[src/rtl/javk_bus_ctrl.sv]
// JAVK external-bus cycle engine: one request of 1..BYTES bytes becomes
// a run of byte-wide bus cycles with fixed wait states and external stall.
module javk_bus_ctrl #(
   parameter int ADDR_W = 16,
   parameter int BYTES  = 2,
   parameter int WAIT   = 0
) (
   input  logic                       clk,
   input  logic                       rst,
   input  logic                       req_valid,
   output logic                       req_ready,
   input  logic                       req_write,
   input  logic [ADDR_W-1:0]          req_addr,
   input  logic [$clog2(BYTES)-1:0]   req_len,
   input  logic [8*BYTES-1:0]         req_wdata,
   output logic                       rsp_valid,
   output logic [8*BYTES-1:0]         rsp_rdata,
   output logic [ADDR_W-1:0]          addrbus,
   output logic                       rw,
   output logic [7:0]                 bus_out,
   output logic                       bus_oe,
   input  logic [7:0]                 bus_in,
   input  logic                       bus_wait
);

   localparam int LW = $clog2(BYTES);

   typedef enum logic [1:0] {
      IDLE,
      ACCESS,
      RESP
   } state_t;

   state_t               state;
   logic                 wr;
   logic [ADDR_W-1:0]    base;
   logic [LW-1:0]        len;
   logic [LW-1:0]        k;
   logic [LW-1:0]        k_nx;
   logic [8*BYTES-1:0]   wdata;
   logic [8*BYTES-1:0]   rdata;
   logic [8*BYTES-1:0]   rdata_nx;
   logic [3:0]           wcnt;

   assign req_ready = (state == IDLE);
   assign k_nx      = k + 1'b1;

   // Accumulator with the current byte merged in; writes leave it cleared.
   always_comb begin
      rdata_nx = rdata;
      if (!wr) rdata_nx[8*k +: 8] = bus_in;
   end

   always_ff @(posedge clk) begin
      if (rst) begin
         state     <= IDLE;
         addrbus   <= '0;
         rw        <= 1'b1;
         bus_oe    <= 1'b0;
         bus_out   <= 8'h00;
         rsp_valid <= 1'b0;
         rsp_rdata <= '0;
         wr        <= 1'b0;
         base      <= '0;
         len       <= '0;
         k         <= '0;
         wdata     <= '0;
         rdata     <= '0;
         wcnt      <= 4'd0;
      end else begin
         rsp_valid <= 1'b0;
         unique case (state)
            IDLE: begin
               if (req_valid) begin
                  wr      <= req_write;
                  base    <= req_addr;
                  len     <= req_len;
                  wdata   <= req_wdata;
                  k       <= '0;
                  rdata   <= '0;
                  wcnt    <= 4'd0;
                  addrbus <= req_addr;
                  rw      <= ~req_write;
                  bus_oe  <= req_write;
                  bus_out <= req_wdata[7:0];
                  state   <= ACCESS;
               end
            end
            ACCESS: begin
               // bus_wait only matters once the fixed wait states are used up
               if (wcnt != 4'(WAIT)) begin
                  wcnt <= wcnt + 4'd1;
               end else if (!bus_wait) begin
                  wcnt  <= 4'd0;
                  rdata <= rdata_nx;
                  if (k == len) begin
                     state     <= RESP;
                     rw        <= 1'b1;
                     bus_oe    <= 1'b0;
                     bus_out   <= 8'h00;
                     rsp_valid <= 1'b1;
                     rsp_rdata <= rdata_nx;
                  end else begin
                     k       <= k_nx;
                     addrbus <= base + ADDR_W'(k_nx);
                     bus_out <= wdata[8*k_nx +: 8];
                  end
               end
            end
            RESP: begin
               state <= IDLE;
            end
            default: begin
               state <= IDLE;
            end
         endcase
      end
   end

endmodule

[config.mk]
export PLATFORM = sky130hd
export DESIGN_NAME = javk_bus_ctrl
export DESIGN_NICKNAME = d
export VERILOG_FILES = /design/src/rtl/javk_bus_ctrl.sv
export SDC_FILE = /design/constraint.sdc
export NUM_CORES = 1
export LEC_CHECK = 0
export ABC_AREA = 1
export CAP_MARGIN = 20
export CORE_MARGIN = 5
export CORE_UTILIZATION = 30
export CTS_CLUSTER_SIZE = 16
export DETAILED_ROUTE_END_ITERATION = 8
export GPL_TIMING_DRIVEN = 0
export HOLD_SLACK_MARGIN = 0.12
export PLACE_DENSITY_LB_ADDON = 0.3
export RECOVER_POWER = 100
export SLEW_MARGIN = 20
export SYNTH_ARGS = -nofsm -noshare
export SYNTH_HDL_FRONTEND = slang
export SYNTH_SLANG_ARGS = --single-unit
[constraint.sdc]
create_clock -name clk -period 2 [get_ports clk]
set_input_delay 0.5 -clock clk [delete_from_list [all_inputs] [get_ports clk]]
set_output_delay 0.5 -clock clk [all_outputs]
set_load 0.02 [all_outputs]
==> impl_metrics.json <==
{
  "status": "completed",
  "cp_data_required_time_ns": 1.50,
  "antenna_violating_nets_post_route": 0,
  "standard_cell_row_count": 45,
  "grt_start_max_net_pins": 17,
  "depth_of_the_worst_register_to_register_path": 8,
  "maximum_single_stage_delay_on_the_critical_path_ns": 0.70,
  "clock_tree.htree_level_count": 3,
  "final_core_utilization_pct": 39.7,
  "grt_overflow": 0,
  "synthToLayoutAreaGrowth_pct": 31.0,
  "ant_diodes": 0,
  "cts_tree": "done",
  "totalWireLength_microns": 13100,
  "via_count_of_the_first_global_routing_pass": 4026,
  "core_sq_um": 15000,
  "timing.final.crit_share_pct": 95.2,
  "cp_max_fo": 2,
  "route.detailed.wl_per_inst_microns": 13.7,
  "critical-path-slowest-cell": "dlygate4sd3_1",
  "leak_nw": 2.49,
  "worstPathCellList": "dlygate4sd3_1",
  "worst_setup_path_startpoint": "rw",
  "fmax_mhz": 525,
  "critical-path-top-delay-family": "buffers and inverters",
  "setup_tns_ns": 0,
  "clkLatencyLatePin_ns": 0.35,
  "final_net_count": 814,
  "global_route_wire_length_before_repair_microns": 20500,
  "finalClockSkew_ns": 0.00753,
  "place.gp.congestion": 0.882,
  "yosys-top-cells-area": "dfxtp_1 (44%), nand2_1 (9.5%), o21ai_0 (9.4%)",
  "cts.sink_count": 100,
  "crit_cells": 1,
  "gr-usage-all-layers_pct": 14.6,
  "synth_largest_area_cell": "dfxtp_1",
  "hold_viol": 0,
  "drive_above_1_share_pct": 5.60,
  "synthMuxAreaShare_pct": 1.76,
  "timing_worst_setup_path_type": "register to output port",
  "endpoint": "rw",
  "synth_edf_count": 0,
  "clock_tree.buffer_depth": 2,
  "cap_violations": 0,
  "tightest_slew_ns": 0.596,
  "place.port_buffers": 89,
  "die_w_microns": 133,
  "launching_point_of_the_worst_reg2reg_path": "wcnt[0]",
  "timing.critical_path.arrival_ns": 1.40,
  "area_share_of_fa_ha_maj_cells_after_synthesis_pct": 1.10,
  "place.detailed.hpwl_microns": 9720,
  "drt_pre_antenna_iters": 5,
  "start_util_pct": 30.3,
  "detail_route.iter0.violations": 247,
  "worst_setup_path_end_kind": "output port",
  "synth_compound_area_share_pct": 17.9,
  "design.die.area_sq_um": 17800,
  "slew_headroom_pct": 60.3,
  "main_combinational_cell_family_by_area_after_synthesis": "simple AND/OR/NAND/NOR gates",
  "yosysWarningCount": 0,
  "synth_instances": 664,
  "count_of_state_elements_after_synthesis": 100,
  "p_per_area_nw_per_um2": 905,
  "postCtsSetupRepairBufs": 0,
  "drc": 0,
  "yosysUniqueCellTypes": 28,
  "timing.hold.worst.class": "register to register",
  "async_set_or_reset_flop_fraction_in_the_synthesized_netlist_pct": 0,
  "pin_count": 90,
  "critical_path.startpoint_type": "register",
  "seq_area_frac_synth_pct": 43.9,
  "antenna_found_initial": 0,
  "num-fill-cells": 1608,
  "avgSynthCellArea_sq_um": 6.86,
  "mappedNetlistNets": 714,
  "synthSimpleGateAreaFrac_pct": 24.2,
  "total_power_mw": 5.40,
  "worst_setup_hold_path_clk_slew_ns": 0.07,
  "finalCriticalPeriod_ns": 1.90,
  "regToRegEndpoint": "rsp_rdata[13]",
  "syn-cell-area_sq_um": 4560,
  "cts_root_buffer": "clkbuf_16",
  "number_of_buffers_inserted_during_clock_tree_synthesis": 9,
  "unrepaired_setup_endpoints_after_global_routing": "no",
  "finalSetupViolations": 0,
  "power.ir.vdd_worst_uv": 368,
  "report.final.slew_viol_count": 0,
  "synth.top_cell.area_share_pct": 43.9,
  "route.detailed.vias_per_inst": 4.65,
  "vias": 4442,
  "post_synth_xor_area_fraction_pct": 0.934,
  "setup.reg_to_reg.worst_slack_ns": 0.20,
  "critPathBufInv": 1,
  "die_h_microns": 133,
  "ys_dominant_reg_cell": "dfxtp_1"
}
==> flip-flops by register name (all words and copies together) (netlist names) <==
register,cells
rdata,16
len,1
wdata,16
base,16
state,2
bus_oe,1
wcnt,4
rsp_rdata,16
wr,1
rw,1
k,1
rsp_valid,1
bus_out,8
addrbus,16
==> cell type report <==
class | count | area, sq um | share of cell area [%]
multi-input combinational | 450 | 2090 | 35.0
sequential | 100 | 2000 | 33.5
timing repair buffer | 89 | 890 | 14.9
inverter | 78 | 293 | 4.90
clock buffer | 11 | 253 | 4.23
tap | 188 | 235 | 3.94
buffer | 36 | 173 | 2.89
clock inverter | 4 | 32.5 | 0.545
==> metal layers <==
layer	global-route usage, %	share of wire (%)
met2	22.8	45
met1	19.5	48
met5	0	0
met4	6.46	2.0
met3	2.79	4.7
==> cell usage in the layout, fill, tap and decap left out, types with 2 or more instances in the layout <==
| master | n |
|---|---|
| nor2_2 | 3 |
| dfxtp_1 | 100 |
| clkinvlp_4 | 2 |
| clkbuf_8 | 2 |
| clkdlybuf4s50_1 | 44 |
| dlygate4sd3_1 | 44 |
| a21oi_1 | 57 |
| o21ai_1 | 14 |
| nand4_1 | 3 |
| xnor2_1 | 2 |
| inv_2 | 5 |
| clkbuf_2 | 6 |
| nor2_1 | 106 |
| nor3_1 | 7 |
| buf_6 | 2 |
| nor3b_1 | 2 |
| mux2i_1 | 8 |
| ha_1 | 4 |
| nand3_1 | 34 |
| buf_2 | 9 |
| o21ai_0 | 88 |
| clkbuf_1 | 16 |
| nand2_1 | 115 |
| inv_1 | 73 |
| clkbuf_16 | 9 |
| buf_1 | 2 |
==> metrics by stage <==
step	hold slack [ns]	instances	setup WS, ns	area (sq um)
6_report	0.443	956	0.0951	5970
4_1_cts	0.447	956	0.129	5970
5_1_grt	0.460	956	0.00915	5970
2_1_floorplan	0.441	664	0.524	4560
3_5_place_dp	0.436	941	-0.404	5680
3_3_place_gp	0.433	941	-0.384	5680
==> synthesized netlist by cell type (4+ instances only) <==
master and number:
a21oi_1 57, buf_2 13, clkbuf_1 18, dfxtp_1 100, ha_1 4, inv_1 71, inv_2 7, mux2i_1 8
nand2_1 115, nand3_1 34, nor2_1 106, nor3_1 7, o21ai_0 86, o21ai_1 16
==> how the worst min path moves through the flow <==
stage	from	to	slack (ns)	cells after the start
after global routing	rsp_rdata[3]	rsp_rdata[3]	0.46	2
after CTS	rsp_rdata[1]	rsp_rdata[1]	0.45	2
after detailed placement	rsp_rdata[1]	rsp_rdata[1]	0.44	2
final	rsp_rdata[3]	rsp_rdata[3]	0.44	2
after floorplan	base[15]	base[15]	0.44	2
after global placement	rsp_rdata[1]	rsp_rdata[1]	0.43	2
==> repair_timing <==
item	in CTS	in global routing
endpoints found under the setup margin	7	1
hold endpoints to repair	0	0
resized for setup	2	2
hold buffers	0	0
==> cell families (layout without fill, tap and decap cells) <==
logic type	Yosys count	count (layout)
and+or+nand+nor	272	272
AOI/OAI and AO/OA	162	162
buffers and inverters	114	218
DFF	100	100
muxes	8	8
adders and majority gates	4	4
xor gates and xnor gates	4	4
==> where the power goes <==
group          internal, mW  switching [mW]
clock                 0.912           0.795
sequential             2.21           0.121
combinational         0.520           0.848
(Power assumes the default switching activity.)
